[config.mk]
export PLATFORM = sky130hd
export DESIGN_NAME = alu_cmd_sequencer_flat
export DESIGN_NICKNAME = d
export VERILOG_FILES = /design/src/rtl/alu_cmd_sequencer_pkg.sv /design/src/rtl/alu_cmd_sequencer_if.sv /design/src/rtl/alu_cmd_fifo.sv /design/src/rtl/alu_cmd_sequencer.sv /design/src/flat_wrapper.sv
export SDC_FILE = /design/constraint.sdc
export NUM_CORES = 1
export LEC_CHECK = 0
export CAP_MARGIN = 10
export CELL_PAD_IN_SITES_DETAIL_PLACEMENT = 0
export CELL_PAD_IN_SITES_GLOBAL_PLACEMENT = 1
export CORE_ASPECT_RATIO = 1.4
export CORE_MARGIN = 2
export CORE_UTILIZATION = 25
export DETAILED_ROUTE_END_ITERATION = 12
export PLACE_DENSITY = 0.53
export SYNTH_ARGS = -nofsm -noshare
export SYNTH_HDL_FRONTEND = slang
export SYNTH_SLANG_ARGS = --single-unit
[constraint.sdc]
create_clock -name clk -period 2.45 [get_ports clk]
set_clock_uncertainty 0.05 [all_clocks]
set_input_delay 0.245 -clock clk [delete_from_list [all_inputs] [get_ports clk]]
set_output_delay 0.245 -clock clk [all_outputs]
set_load 0.05 [all_outputs]
[src/rtl/alu_cmd_sequencer_pkg.sv]
// alu_pkg: shared ALU opcodes, sequencer FSM states and command packing width.
package alu_pkg;
  localparam logic [2:0] AND = 3'b000, XOR = 3'b001, ADD = 3'b010, MUL = 3'b011, SUB = 3'b100, DIV = 3'b101;
  typedef enum logic [1:0] {IDLE, DRIVE, HOLD} state_t;
  function automatic int cmd_w(input int width);
    return 3 + 2 * (width + 1) + 6;
  endfunction
endpackage

[src/rtl/alu_cmd_sequencer_if.sv]
// alu_cmd_sequencer_if: command channel, ALU drive/return and result channel.
interface alu_cmd_sequencer_if #(parameter int width = 4);
  logic             cmd_valid, cmd_ready;
  logic [2:0]       cmd_opcode;
  logic [width:0]   cmd_A, cmd_B;
  logic             cmd_Cin, cmd_full_adder, cmd_red_A, cmd_red_B, cmd_bypass_A, cmd_bypass_B;
  logic [2:0]       alu_opcode;
  logic [width:0]   alu_A, alu_B;
  logic             alu_Cin, alu_full_adder, alu_red_A, alu_red_B, alu_bypass_A, alu_bypass_B;
  logic [2*width:0] alu_out;
  logic             alu_odd_parity, alu_invalid;
  logic             res_valid, res_ready;
  logic [2*width:0] res_out;
  logic             res_odd_parity, res_invalid;
  modport slave (
    input  cmd_valid, cmd_opcode, cmd_A, cmd_B, cmd_Cin, cmd_full_adder, cmd_red_A, cmd_red_B, cmd_bypass_A, cmd_bypass_B,
    output cmd_ready,
    output alu_opcode, alu_A, alu_B, alu_Cin, alu_full_adder, alu_red_A, alu_red_B, alu_bypass_A, alu_bypass_B,
    input  alu_out, alu_odd_parity, alu_invalid, res_ready,
    output res_valid, res_out, res_odd_parity, res_invalid
  );
  modport master (
    output cmd_valid, cmd_opcode, cmd_A, cmd_B, cmd_Cin, cmd_full_adder, cmd_red_A, cmd_red_B, cmd_bypass_A, cmd_bypass_B,
    input  cmd_ready,
    input  alu_opcode, alu_A, alu_B, alu_Cin, alu_full_adder, alu_red_A, alu_red_B, alu_bypass_A, alu_bypass_B,
    output alu_out, alu_odd_parity, alu_invalid, res_ready,
    input  res_valid, res_out, res_odd_parity, res_invalid
  );
endinterface

[src/rtl/alu_cmd_fifo.sv]
// alu_cmd_fifo: synchronous FIFO, wrap-bit pointers, push refused when full.
module alu_cmd_fifo #(
  parameter int DW    = 19,
  parameter int DEPTH = 4
) (
  input  logic          clk,
  input  logic          rst_n,
  input  logic          push,
  input  logic          pop,
  input  logic [DW-1:0] din,
  output logic [DW-1:0] dout,
  output logic          full,
  output logic          empty
);
  localparam int AW = $clog2(DEPTH);
  logic [DW-1:0] mem [DEPTH];
  logic [AW:0]   wr, rd;
  logic          do_push, do_pop;
  assign full    = (wr ^ rd) == {1'b1, {AW{1'b0}}};
  assign empty   = wr == rd;
  assign do_push = push && !full;
  assign do_pop  = pop && !empty;
  assign dout    = mem[rd[AW-1:0]];
  always_ff @(posedge clk)
    if (do_push) mem[wr[AW-1:0]] <= din;
  always_ff @(posedge clk or negedge rst_n)
    if (!rst_n) begin
      wr <= '0;
      rd <= '0;
    end else begin
      if (do_push) wr <= wr + 1'b1;
      if (do_pop) rd <= rd + 1'b1;
    end
endmodule

[src/rtl/alu_cmd_sequencer.sv]
// alu_cmd_sequencer: queues ALU commands, drives the ALU from registers, holds
// them SETTLE cycles, then captures the result behind a valid/ready handshake.
module alu_cmd_sequencer
  import alu_pkg::*;
#(
  parameter int width  = 4,
  parameter int DEPTH  = 4,
  parameter int SETTLE = 1
) (
  input  logic                clk,
  input  logic                rst_n,
  alu_cmd_sequencer_if.slave  bus,
  output logic [7:0]          invalid_count,
  output logic                busy
);
  localparam int CW = cmd_w(width);
  localparam int SW = $clog2(SETTLE + 1);
  state_t        state, state_nx;
  logic [SW-1:0] settle_cnt;
  logic          full, empty, push, pop, hs, capture, settled;
  logic [CW-1:0] din, dout;
  assign push          = bus.cmd_valid && !full;
  assign bus.cmd_ready = !full;
  assign busy          = !empty || state != IDLE;
  assign din = {bus.cmd_opcode, bus.cmd_A, bus.cmd_B, bus.cmd_Cin, bus.cmd_full_adder,
                bus.cmd_red_A, bus.cmd_red_B, bus.cmd_bypass_A, bus.cmd_bypass_B};
  alu_cmd_fifo #(.DW(CW), .DEPTH(DEPTH)) u_fifo (
    .clk(clk), .rst_n(rst_n), .push(push), .pop(pop),
    .din(din), .dout(dout), .full(full), .empty(empty)
  );
  always_ff @(posedge clk or negedge rst_n)
    if (!rst_n) state <= IDLE;
    else state <= state_nx;
  always_comb begin
    state_nx = state == IDLE  ? (empty ? IDLE : DRIVE) :
               state == DRIVE ? (settled ? HOLD : DRIVE) :
               state == HOLD  ? (hs ? (empty ? IDLE : DRIVE) : HOLD) : IDLE;
  end
  always_comb begin
    settled = settle_cnt == SW'(1);
    hs      = state == HOLD && bus.res_valid && bus.res_ready;
    pop     = !empty && (state == IDLE || hs);
    capture = state == DRIVE && settled;
  end
  // ALU drive registers only change on a pop, so the ALU sees no toggling while idle.
  always_ff @(posedge clk or negedge rst_n)
    if (!rst_n) begin
      {bus.alu_opcode, bus.alu_A, bus.alu_B, bus.alu_Cin, bus.alu_full_adder,
       bus.alu_red_A, bus.alu_red_B, bus.alu_bypass_A, bus.alu_bypass_B} <= '0;
      settle_cnt         <= '0;
      bus.res_valid      <= 1'b0;
      bus.res_out        <= '0;
      bus.res_odd_parity <= 1'b0;
      bus.res_invalid    <= 1'b0;
      invalid_count      <= '0;
    end else begin
      if (pop) begin
        {bus.alu_opcode, bus.alu_A, bus.alu_B, bus.alu_Cin, bus.alu_full_adder,
         bus.alu_red_A, bus.alu_red_B, bus.alu_bypass_A, bus.alu_bypass_B} <= dout;
        settle_cnt <= SW'(SETTLE);
      end else if (state == DRIVE) settle_cnt <= settle_cnt - 1'b1;
      if (capture) begin
        bus.res_valid      <= 1'b1;
        bus.res_out        <= bus.alu_out;
        bus.res_odd_parity <= bus.alu_odd_parity;
        bus.res_invalid    <= bus.alu_invalid;
        if (bus.alu_invalid && invalid_count != 8'hFF) invalid_count <= invalid_count + 1'b1;
      end else if (hs) bus.res_valid <= 1'b0;
    end
endmodule

[src/flat_wrapper.sv]
// flat-port wrapper written by rule: the top's interface ports become plain ports
module alu_cmd_sequencer_flat import alu_pkg::*;
#(
  parameter int width  = 4,
  parameter int DEPTH  = 4,
  parameter int SETTLE = 1
)
  (clk, rst_n, invalid_count, busy, bus_cmd_valid, bus_cmd_opcode, bus_cmd_A, bus_cmd_B, bus_cmd_Cin, bus_cmd_full_adder, bus_cmd_red_A, bus_cmd_red_B, bus_cmd_bypass_A, bus_cmd_bypass_B, bus_cmd_ready, bus_alu_opcode, bus_alu_A, bus_alu_B, bus_alu_Cin, bus_alu_full_adder, bus_alu_red_A, bus_alu_red_B, bus_alu_bypass_A, bus_alu_bypass_B, bus_alu_out, bus_alu_odd_parity, bus_alu_invalid, bus_res_ready, bus_res_valid, bus_res_out, bus_res_odd_parity, bus_res_invalid);
  alu_cmd_sequencer_if #(.width(width)) bus_i ();
  input  logic clk;
  input  logic rst_n;
  output logic [7:0] invalid_count;
  output logic busy;
  input wire logic [$bits(bus_i.cmd_valid)-1:0] bus_cmd_valid;
  input wire logic [$bits(bus_i.cmd_opcode)-1:0] bus_cmd_opcode;
  input wire logic [$bits(bus_i.cmd_A)-1:0] bus_cmd_A;
  input wire logic [$bits(bus_i.cmd_B)-1:0] bus_cmd_B;
  input wire logic [$bits(bus_i.cmd_Cin)-1:0] bus_cmd_Cin;
  input wire logic [$bits(bus_i.cmd_full_adder)-1:0] bus_cmd_full_adder;
  input wire logic [$bits(bus_i.cmd_red_A)-1:0] bus_cmd_red_A;
  input wire logic [$bits(bus_i.cmd_red_B)-1:0] bus_cmd_red_B;
  input wire logic [$bits(bus_i.cmd_bypass_A)-1:0] bus_cmd_bypass_A;
  input wire logic [$bits(bus_i.cmd_bypass_B)-1:0] bus_cmd_bypass_B;
  output wire logic [$bits(bus_i.cmd_ready)-1:0] bus_cmd_ready;
  output wire logic [$bits(bus_i.alu_opcode)-1:0] bus_alu_opcode;
  output wire logic [$bits(bus_i.alu_A)-1:0] bus_alu_A;
  output wire logic [$bits(bus_i.alu_B)-1:0] bus_alu_B;
  output wire logic [$bits(bus_i.alu_Cin)-1:0] bus_alu_Cin;
  output wire logic [$bits(bus_i.alu_full_adder)-1:0] bus_alu_full_adder;
  output wire logic [$bits(bus_i.alu_red_A)-1:0] bus_alu_red_A;
  output wire logic [$bits(bus_i.alu_red_B)-1:0] bus_alu_red_B;
  output wire logic [$bits(bus_i.alu_bypass_A)-1:0] bus_alu_bypass_A;
  output wire logic [$bits(bus_i.alu_bypass_B)-1:0] bus_alu_bypass_B;
  input wire logic [$bits(bus_i.alu_out)-1:0] bus_alu_out;
  input wire logic [$bits(bus_i.alu_odd_parity)-1:0] bus_alu_odd_parity;
  input wire logic [$bits(bus_i.alu_invalid)-1:0] bus_alu_invalid;
  input wire logic [$bits(bus_i.res_ready)-1:0] bus_res_ready;
  output wire logic [$bits(bus_i.res_valid)-1:0] bus_res_valid;
  output wire logic [$bits(bus_i.res_out)-1:0] bus_res_out;
  output wire logic [$bits(bus_i.res_odd_parity)-1:0] bus_res_odd_parity;
  output wire logic [$bits(bus_i.res_invalid)-1:0] bus_res_invalid;
  assign bus_i.cmd_valid = bus_cmd_valid;
  assign bus_i.cmd_opcode = bus_cmd_opcode;
  assign bus_i.cmd_A = bus_cmd_A;
  assign bus_i.cmd_B = bus_cmd_B;
  assign bus_i.cmd_Cin = bus_cmd_Cin;
  assign bus_i.cmd_full_adder = bus_cmd_full_adder;
  assign bus_i.cmd_red_A = bus_cmd_red_A;
  assign bus_i.cmd_red_B = bus_cmd_red_B;
  assign bus_i.cmd_bypass_A = bus_cmd_bypass_A;
  assign bus_i.cmd_bypass_B = bus_cmd_bypass_B;
  assign bus_cmd_ready = bus_i.cmd_ready;
  assign bus_alu_opcode = bus_i.alu_opcode;
  assign bus_alu_A = bus_i.alu_A;
  assign bus_alu_B = bus_i.alu_B;
  assign bus_alu_Cin = bus_i.alu_Cin;
  assign bus_alu_full_adder = bus_i.alu_full_adder;
  assign bus_alu_red_A = bus_i.alu_red_A;
  assign bus_alu_red_B = bus_i.alu_red_B;
  assign bus_alu_bypass_A = bus_i.alu_bypass_A;
  assign bus_alu_bypass_B = bus_i.alu_bypass_B;
  assign bus_i.alu_out = bus_alu_out;
  assign bus_i.alu_odd_parity = bus_alu_odd_parity;
  assign bus_i.alu_invalid = bus_alu_invalid;
  assign bus_i.res_ready = bus_res_ready;
  assign bus_res_valid = bus_i.res_valid;
  assign bus_res_out = bus_i.res_out;
  assign bus_res_odd_parity = bus_i.res_odd_parity;
  assign bus_res_invalid = bus_i.res_invalid;
  alu_cmd_sequencer #(.width(width), .DEPTH(DEPTH), .SETTLE(SETTLE)) u_core (.clk(clk), .rst_n(rst_n), .bus(bus_i), .invalid_count(invalid_count), .busy(busy));
endmodule
==> flow_summary_export.csv, run 1 <==
group,metric,value,unit
grt,grt_util_all_layers,9.904,%
cts,numCtsBuffers,17,
logic_synthesis,synth_enable_flop_cells,76,
timing,final.setup.tns,0,ps
logic_synthesis,ys_seq_elements,124,
pwr,p_switching,3.545,mW
pwr,power_frac_seq,33.3,%
pwr,p_comb_share,41.6,%
pwr,powerDensity,1528,nW/um2
cts,htreeDepth,4,
outcome,outcome,"completed",
routing,wl_per_cell,16.01,um
pwr,sw_frac_of_total,35.38,%
logic_synthesis,avgSynthCellArea,19.61,um2
grt,grt_overflow_total,0,
min_path,hold_class,"input port to asynchronous set/reset pin",
grt,grt_max_degree,23,
job,cap_violations,0,
cts,clock_latency,400,ps
layout,area_growth,34.26,%
timing,relSlewSlack,64.69,%
place,pre_cts_ws,494.3,ps
layout,utilization,34.11,%
pwr,power.share.clock,25.1,%
cts,clk_path_buf_depth,2,
place,port_buffers,74,
timing,finalCriticalPeriod,2041,ps
routing,drcViolationCount,0,
logic_synthesis,synthesis.nets,289,
grt,use_met2,17.63,%
routing,drtPass1Iterations,4,
pwr,p_leak,2.455,nW
timing,hold_viol_final,0,
timing,setup_violations,0,
routing,drt_wl_total,9704,um
grt,antenna_found_initial,0,
timing,tightest_slew,528.0,ps
logic_synthesis,ys_warn_count,0,
timing,max_freq,490.0,MHz
die,ios,75,
cts,clk_pin_slew,50,ps
grt,grt_use_met3,2.655,%
die,coreArea,19220,um2
logic_synthesis,netlist_instances,249,
critical_path,crit_path_start_kind,"register",
die,initial_utilization,25.40,%
critical_path,worst_setup_path_end_kind,"output pin",
routing,drt_iter0_drc,187,
timing,finalCritPeriodShare,83.29,%
die,dieArea,20680,um2
logic_synthesis,syn_area,4882,um2
layout,fin_nets,386,
logic_synthesis,synth.distinct_cells,33,
grt,busiest_layer,"met2",
routing,vias,2492,
critical_path,cp.arrival,1750,ps
critical_path,worstRegToRegCells,4,
logic_synthesis,ys.flop_type,"edfxtp_1",
grt,grt_pass1_wl,14840,um
critical_path,crit_fanout,5,
grt,grt_pass1_vias,2696,
cts,cts_tree,"done",
routing,detail-route-antenna-nets,0,
pwr,p_int,6.473,mW
timing,grt_setup_unrepaired,"false",
timing,holdWs,296.1,ps
die,chipHeight,169.4,um
cts,cts_root_buf,"clkbuf_16",
place,place_congestion,0.6803,
place,dp_hpwl,6343,um
pwr,finalPower,10.02,mW
timing,final.setup.worst_slack,409.4,ps
cts,cts_sinks,124,
die,rows,60,
grt,use_met1,10.76,%
die,die_w,122.1,um
logic_synthesis,synth-async-reset-ratio,38.71,%
routing,viasPerCell,4.112,
pwr,ir_drop,0.5457,mV
timing,final_max_slew_viol_count,0,
logic_synthesis,seq_area_frac_synth,71.35,%
critical_path,critical_path_class,"register to output pin",
critical_path,cp.required,2150,ps
layout,antenna-diode-count,0,
layout,drive_gt1_share,26.82,%
## worst paths after layout
path	start	to	slack (ps)
min in group clk	bus_alu_out[7]	u_core.bus.res_out[7]	410
max in group asynchronous	rst_n	u_core.bus.res_out[1]	1420
hold reg to reg	u_core.u_fifo.wr[2]	u_core.u_fifo.wr[2]	440
setup reg to reg	u_core.u_fifo.rd[2]	u_core.u_fifo.mem[0][16]	520
hold / removal	rst_n	u_core.bus.res_out[6]	300
setup / recovery	u_core.u_fifo.wr[0]	busy	410
## cell type report
type                    count  area [um2]
fillers                  1842       12660
repair buffers             86       835.8
flip-flops and latches    124        3483
clock inverters             7       113.9
well taps                 248       310.3
inverters                   5       18.77
multi-input cells         112        1311
clock buffers              24       481.7
## logic make-up after synthesis
group	synth area share, %
XOR/XNOR	2.153
flip-flops	71.35
AO/OA/AOI/OAI	1.486
buffers and inverters	1.794
multiplexers	17.76
adder cells (fa/ha/maj)	1.538
AND/OR/NAND/NOR	3.921
## worst max-delay path: stages (launching register included)
cell and delay (ps):
dfrtp_1 440, xnor2_1 250, nand3_2 140, or3_1 320, buf_4 190
## timing repair
action	4_1_cts	5_1_grt
buffers inserted	0	0
resized for setup	0	0
hold buffers	1	0
hold endpoints to repair	18	0
## metal layers
metal  up-vias  wire (um)
li1       1153          -
met1      1269       4009
met2        60       5167
met3        10        376
met4         0        151
met5         -          0
## power by group through the flow
| stage | Clock, mW | Combinational [mW] | Sequential [mW] |
|---|---|---|---|
| CTS | 2.57 | 4.27 | 3.36 |
| floorplan | 0 | 2.02 | 4.36 |
| global placement | 0 | 4.24 | 3.36 |
| finish | 2.51 | 4.17 | 3.33 |
| detailed placement | 0 | 4.27 | 3.39 |
| global route | 2.67 | 4.45 | 3.42 |
## flip-flops by register name, indices dropped and copies added, names as in the netlist
register	flops
u_core.u_fifo.mem	76
u_core.bus.res_out	9
u_core.invalid_count	8
u_core.bus.alu_A	5
u_core.bus.alu_B	5
u_core.bus.alu_opcode	3
u_core.u_fifo.rd	3
u_core.u_fifo.wr	3
u_core.state	2
u_core.bus.alu_Cin	1
u_core.bus.alu_bypass_A	1
u_core.bus.alu_bypass_B	1
u_core.bus.alu_full_adder	1
u_core.bus.alu_red_A	1
u_core.bus.alu_red_B	1
u_core.bus.res_invalid	1
u_core.bus.res_odd_parity	1
u_core.bus.res_valid	1
u_core.settle_cnt	1
## cell usage after synthesis, types with 3 or more instances
cell / count / area share [%]
edfxtp_1: 76 / 47
dfrtp_1: 48 / 25
mux4_2: 19 / 8.8
mux2_4: 18 / 5.5
mux2_2: 15 / 3.5
xnor2_1: 10 / 1.8
nand2_1: 9 / 0.69
ha_1: 6 / 1.5
inv_1: 5 / 0.38
nand3_1: 5 / 0.51
and3_1: 4 / 0.51
buf_6: 4 / 0.92
o21ai_0: 3 / 0.31
## placed cells by master, fill, tap and decap left out, types with 3 or more instances in the layout
cell / netlist / final
ha_1: 6 / 6
clkbuf_8: 0 / 3
clkbuf_1: 1 / 4
buf_4: 2 / 12
o21ai_0: 3 / 3
xnor2_1: 10 / 10
clkdlybuf4s50_1: 0 / 71
dfrtp_1: 48 / 48
clkbuf_16: 0 / 17
inv_1: 5 / 5
nand2_1: 9 / 9
bufinv_16: 0 / 3
mux2_2: 15 / 15
edfxtp_1: 76 / 76
and3_1: 4 / 4
mux4_2: 19 / 19
nand3_1: 5 / 5
mux2_4: 18 / 18
## per-stage QoR
| stage | cell area [um2] | cells |
|---|---|---|
| floorplan | 4882 | 249 |
| global placement | 5949 | 574 |
| detailed placement | 5949 | 574 |
| CTS | 6555 | 606 |
| global route | 6555 | 606 |
| finish | 6555 | 606 |
Power figures use the tool's default switching activity.
==> inputs of run 2 (changes only) <==
PLACE_DENSITY = 0.55   (was 0.53)
clock period = 1.8 ns   (was 2.45 ns; I/O delays follow)
==> run 2 against run 1 <==
The flow now finishes with violations (negative setup slack); core utilization is 1.3 points higher; via count increased by 3.1%; sequential share of layout area fell by 1.9 points; first-iteration DRC count is 24% lower; routed wire length up 3.6%; worst hold slack worse by 180 ps; cell count up 2.3%; clock power up 35%; non-clock buffer count increased by 13; flip-flop and latch count is the same; highest routed layer unchanged.
==> flow_summary_export.csv, run 2 (synthesis results as in run 1) <==
group,metric,value,unit
outcome,outcome,"finished, violations left",
outcome,violations,"negative setup slack",
critical_path,critical_path_class,"register to output pin",
pwr,power_frac_seq,31.8,%
routing,viasPerCell,4.145,
critical_path,cp.arrival,1630,ps
die,ios,75,
place,dp_cells,579,
die,rows,60,
pwr,power.share.clock,24.0,%
timing,hold_viol_final,0,
timing,final_max_slew_viol_count,0,
routing,routed-wl-met3,524,um
cts,clock_latency,410,ps
cts,cts_root_buf,"clkbuf_16",
critical_path,crit_fanout,2,
grt,grt_pass1_vias,2814,
timing,holdWs,111.1,ps
cts,numCtsBuffers,17,
die,dieArea,20680,um2
place,port_buffers,74,
critical_path,cp.required,1570,ps
routing,drt_iter0_drc,142,
grt,grt_overflow_total,0,
grt,antenna_found_initial,0,
cts,htreeDepth,4,
pwr,powerDensity,2085,nW/um2
routing,drtPass1Iterations,4,
pwr,ir_drop,0.7359,mV
cts,clk_path_buf_depth,2,
layout,fin_nets,399,
critical_path,crit_path_start_kind,"register",
layout,drive_gt1_share,38.98,%
timing,setup_violations,2,
layout,final_cells,620,
cts,cts_sinks,124,
layout,stdcell_area,6799,um2
timing,finalCritPeriodShare,103.4,%
timing,tightest_slew,507.3,ps
place,dp_hpwl,6494,um
pwr,p_int,9.068,mW
die,coreArea,19220,um2
layout,final_common_cell,"edfxtp_1",
timing,grt_setup_unrepaired,"true",
layout,antenna-diode-count,0,
routing,wl_met1,4015,um
critical_path,worst_setup_path_end_kind,"output pin",
grt,grt_pass1_wl,15390,um
cts,cts_tree,"done",
critical_path,worstRegToRegCells,6,
timing,finalCriticalPeriod,1862,ps
grt,grt_util_all_layers,10.24,%
timing,max_freq,537.2,MHz
routing,dr.max_layer_used,"met4",
routing,wl_met2,5364,um
die,chipHeight,169.4,um
min_path,hold_class,"input port to asynchronous set/reset pin",
routing,drcViolationCount,0,
place,postPlaceCellArea,6075,um2
job,cap_violations,0,
pwr,p_switching,5.108,mW
layout,final_cell_mix,"edfxtp_1 (76), dfrtp_1 (46), clkdlybuf4s50_1 (32), buf_4 (32), mux4_2 (19)",
cts,clk_pin_slew,60,ps
pwr,p_comb_share,44.2,%
timing,relSlewSlack,66.12,%
routing,drt_wl_total,10060,um
layout,largest_reg_flops,76,
layout,area_growth,39.26,%
pwr,sw_frac_of_total,36.03,%
routing,detail-route-antenna-nets,0,
routing,vias,2570,
pwr,p_leak,2.680,nW
place,place_congestion,0.7179,
die,die_w,122.1,um
pwr,finalPower,14.18,mW
routing,wl_per_cell,16.22,um
grt,grt_max_degree,43,
timing,final.setup.worst_slack,-61.58,ps
layout,utilization,35.38,%
die,initial_utilization,25.40,%
-- run 2: cell types whose count changed in the layout (fill, tap and decap cells not counted), moves of 4 or more --
cell	before	now
dlymetal6s2s_1	0	7
dlygate4sd2_1	0	12
clkdlybuf4s50_1	71	32
buf_4	12	32
and3_4	0	4
and3_1	4	0
clkbuf_1	4	0
buf_12	1	11
-- run 2: worst paths after layout --
kind                                              from                      end  slack [ps]
max in group asynchronous                        rst_n      u_core.u_fifo.rd[0]        1090
min in group clk                        bus_alu_out[1]    u_core.bus.res_out[1]         350
worst max-delay path               u_core.u_fifo.rd[2]                     busy         -60
worst min register to register  u_core.bus.res_invalid   u_core.bus.res_invalid         430
worst min-delay path                             rst_n     u_core.bus.alu_red_A         110
worst max register to register     u_core.u_fifo.rd[2]  u_core.u_fifo.mem[0][4]          70
-- run 2: power groups by stage --
stage | Sequential [mW] | Combinational (mW) | Clock [mW]
3_5_place_dp | 4.57 | 6.23 | 0
4_1_cts | 4.53 | 6.26 | 3.50
5_1_grt | 4.61 | 6.68 | 3.62
3_3_place_gp | 4.54 | 6.16 | 0
2_1_floorplan | 5.94 | 2.82 | 0
6_report | 4.50 | 6.27 | 3.40
-- run 2: critical path: stages (launching register included) --
cell	delay, ps
dfrtp_1	420
xnor2_2	200
nand3_2	100
or3_4	340
buf_6	160
-- run 2: layout make-up --
cell class / count / area (um2)
Sequential cell: 124 / 3486
Timing Repair Buffer: 99 / 1022
Tap cell: 248 / 310.3
Fill cell: 1851 / 12420
Clock buffer: 20 / 466.7
Inverter: 5 / 18.77
Multi-Input combinational cell: 112 / 1359
Clock inverter: 12 / 136.4
-- run 2: through the flow --
| step | TNS (ps) | worst slack, ps |
|---|---|---|
| after floorplan | -9605 | -130.7 |
| after global placement | 0 | 68.24 |
| after detailed placement | 0 | 75.37 |
| after CTS | -84.52 | -84.52 |
| after global routing | -397.9 | -151.7 |
| final | -96.42 | -61.58 |
-- run 2: metal layers --
metal / vias up / GRT usage (%)
met3: 9 / 2.789
met5: - / 0
met4: 0 / 4.648
li1: 1185 / -
met2: 68 / 18.29
met1: 1308 / 11.19
-- run 2: timing repair --
item                                    4_1_cts  5_1_grt
buffers inserted                              4        4
hold buffers                                  1        0
pin swaps                                     2        5
endpoints found under the hold margin        48        0
resized for setup                            15        9
endpoints found under the setup margin       14       11
==> inputs of run 3 (changes only) <==
CORE_MARGIN = 4   (was 2)
TNS_END_PERCENT = 100   (was not set)
==> run 3 against run 2 <==
The flow still finishes with violations (negative setup slack); cell count shrank 0.81%; critical path depth is the same; routed wire length shrank 1.4%; fmax shrank 0.19%; flip-flop and latch count is the same; count of clock-buffer cells in the layout shrank 1; core utilization shrank 0.12 points; largest cell class unchanged; setup slack lost 3.6 ps; die area grew 5.7%; sequential share of layout area grew 0.20 points.
==> flow_summary_export.csv, run 3 (synthesis results as in run 1) <==
group,metric,value,unit
outcome,outcome,"finished, violations left",
outcome,violations,"negative setup slack",
timing,max_freq,536.1,MHz
grt,grt_util_all_layers,9.476,%
routing,detail-route-antenna-nets,0,
timing,finalCritPeriodShare,103.6,%
layout,largest_reg_flops,76,
routing,wl_per_cell,16.12,um
layout,area_growth,38.78,%
die,coreArea,19220,um2
timing,final.setup.worst_slack,-65.16,ps
job,cap_violations,0,
pwr,power_frac_seq,32.3,%
layout,utilization,35.25,%
layout,final_cell_mix,"edfxtp_1 (76), dfrtp_1 (45), clkdlybuf4s50_1 (33), buf_4 (30), mux4_2 (19)",
routing,vias,2529,
die,initial_utilization,25.40,%
routing,drcViolationCount,0,
place,place_congestion,0.6995,
cts,numCtsBuffers,17,
cts,clk_path_buf_depth,2,
pwr,p_switching,5.015,mW
cts,cts_root_buf,"clkbuf_16",
pwr,ir_drop,0.7636,mV
die,die_w,126.1,um
pwr,p_comb_share,44.1,%
layout,drive_gt1_share,38.15,%
layout,fin_nets,395,
place,pre_cts_ws,60.06,ps
timing,final_max_slew_viol_count,0,
critical_path,worst_setup_path_end_kind,"output pin",
critical_path,crit_path_start_kind,"register",
place,postPlaceCellArea,6122,um2
routing,drt_iter0_drc,134,
grt,grt_overflow_total,0,
pwr,power.share.clock,23.6,%
critical_path,critical_path_class,"register to output pin",
place,dp_hpwl,6558,um
pwr,p_int,9.114,mW
place,port_buffers,74,
routing,viasPerCell,4.112,
die,ios,75,
pwr,p_leak,2.653,nW
timing,relSlewSlack,66.30,%
timing,holdWs,199.8,ps
cts,clk_pin_slew,50,ps
cts,htreeDepth,4,
routing,drtPass1Iterations,5,
critical_path,crit_fanout,2,
die,dieArea,21860,um2
min_path,hold_class,"input port to asynchronous set/reset pin",
pwr,sw_frac_of_total,35.49,%
critical_path,cp.required,1570,ps
cts,cts_sinks,124,
timing,setup_violations,1,
timing,grt_setup_unrepaired,"true",
die,chipHeight,173.4,um
layout,stdcell_area,6775,um2
layout,final_common_cell,"edfxtp_1",
die,rows,60,
timing,tightest_slew,504.7,ps
timing,hold_viol_final,0,
pwr,powerDensity,2085,nW/um2
cts,clock_latency,400,ps
critical_path,cp.arrival,1640,ps
grt,grt_pass1_vias,2845,
routing,drt_wl_total,9916,um
grt,grt_pass1_wl,15750,um
layout,antenna-diode-count,0,
cts,cts_tree,"done",
grt,grt_max_degree,33,
timing,finalCriticalPeriod,1865,ps
grt,antenna_found_initial,0,
[run 3: cell count changes in the layout (fill, tap and decap cells not counted)]
cell and change:
buf_12 +3, buf_4 -2, buf_6 -2, bufinv_16 +1
clkbuf_1 +2, clkbuf_8 -3, clkdlybuf4s50_1 +1, clkinv_1 +2
clkinv_4 -2, dfrtp_1 -1, dfrtp_2 +1, dlygate4sd2_1 -4
inv_6 -1
[run 3: area by class of cell]
| type | instances | area, um2 |
|---|---|---|
| Clock buffer | 19 | 432.9 |
| Clock inverter | 12 | 147.6 |
| Fill cell | 1851 | 12440 |
| Inverter | 5 | 18.77 |
| Multi-Input combinational cell | 112 | 1359 |
| Sequential cell | 124 | 3487 |
| Tap cell | 248 | 310.3 |
| Timing Repair Buffer | 95 | 1020 |
[run 3: path summary, 6_finish.rpt]
| check | startpoint | endpoint | slack (ps) | depth (start not counted) |
|---|---|---|---|---|
| worst max-delay path | u_core.u_fifo.rd[0] | busy | -70 | 4 |
| worst min-delay path | rst_n | u_core.bus.res_out[1] | 200 | 2 |
| worst max register to register | u_core.u_fifo.rd[0] | u_core.u_fifo.rd[1] | 110 | 6 |
| worst min register to register | u_core.bus.res_invalid | u_core.bus.res_invalid | 420 | 2 |
| max in group asynchronous | rst_n | u_core.u_fifo.rd[0] | 960 | 3 |
| min in group clk | bus_alu_out[5] | u_core.bus.res_out[5] | 350 | 2 |
[run 3: through the flow]
stage / std cells / power (mW) / TNS [ps]
2_1_floorplan: 249 / 8.761 / -9605
3_3_place_gp: 578 / 10.85 / 0
3_5_place_dp: 578 / 10.94 / 0
4_1_cts: 614 / 14.40 / -76.19
5_1_grt: 615 / 14.88 / -142.1
6_report: 615 / 14.13 / -65.16
[run 3: what timing repair did]
item	in CTS	in global routing
pin swaps	2	2
resized for setup	12	7
setup endpoints to repair	10	8
buffers inserted	4	1
endpoints found under the hold margin	16	0
hold buffers	1	0
[run 3: worst max-delay path, stage by stage, from the launching register on]
cell	delay [ps]
dfrtp_2	420
xnor2_2	200
nand3_2	110
or3_4	340
buf_6	160
[run 3: layer usage]
layer | track usage [%] | vias to the layer above | wire length [um]
met5 | 0 | - | 0
met4 | 3.488 | 0 | 136
met3 | 2.898 | 11 | 457
met2 | 16.23 | 69 | 5168
met1 | 11.16 | 1269 | 4154
li1 | - | 1180 | -
[run 3: power groups by stage]
stage	Combinational [mW]	Sequential, mW	Clock [mW]
2_1_floorplan	2.82	5.94	0
3_3_place_gp	6.21	4.64	0
3_5_place_dp	6.27	4.67	0
4_1_cts	6.38	4.59	3.44
5_1_grt	6.64	4.68	3.57
6_report	6.23	4.56	3.34
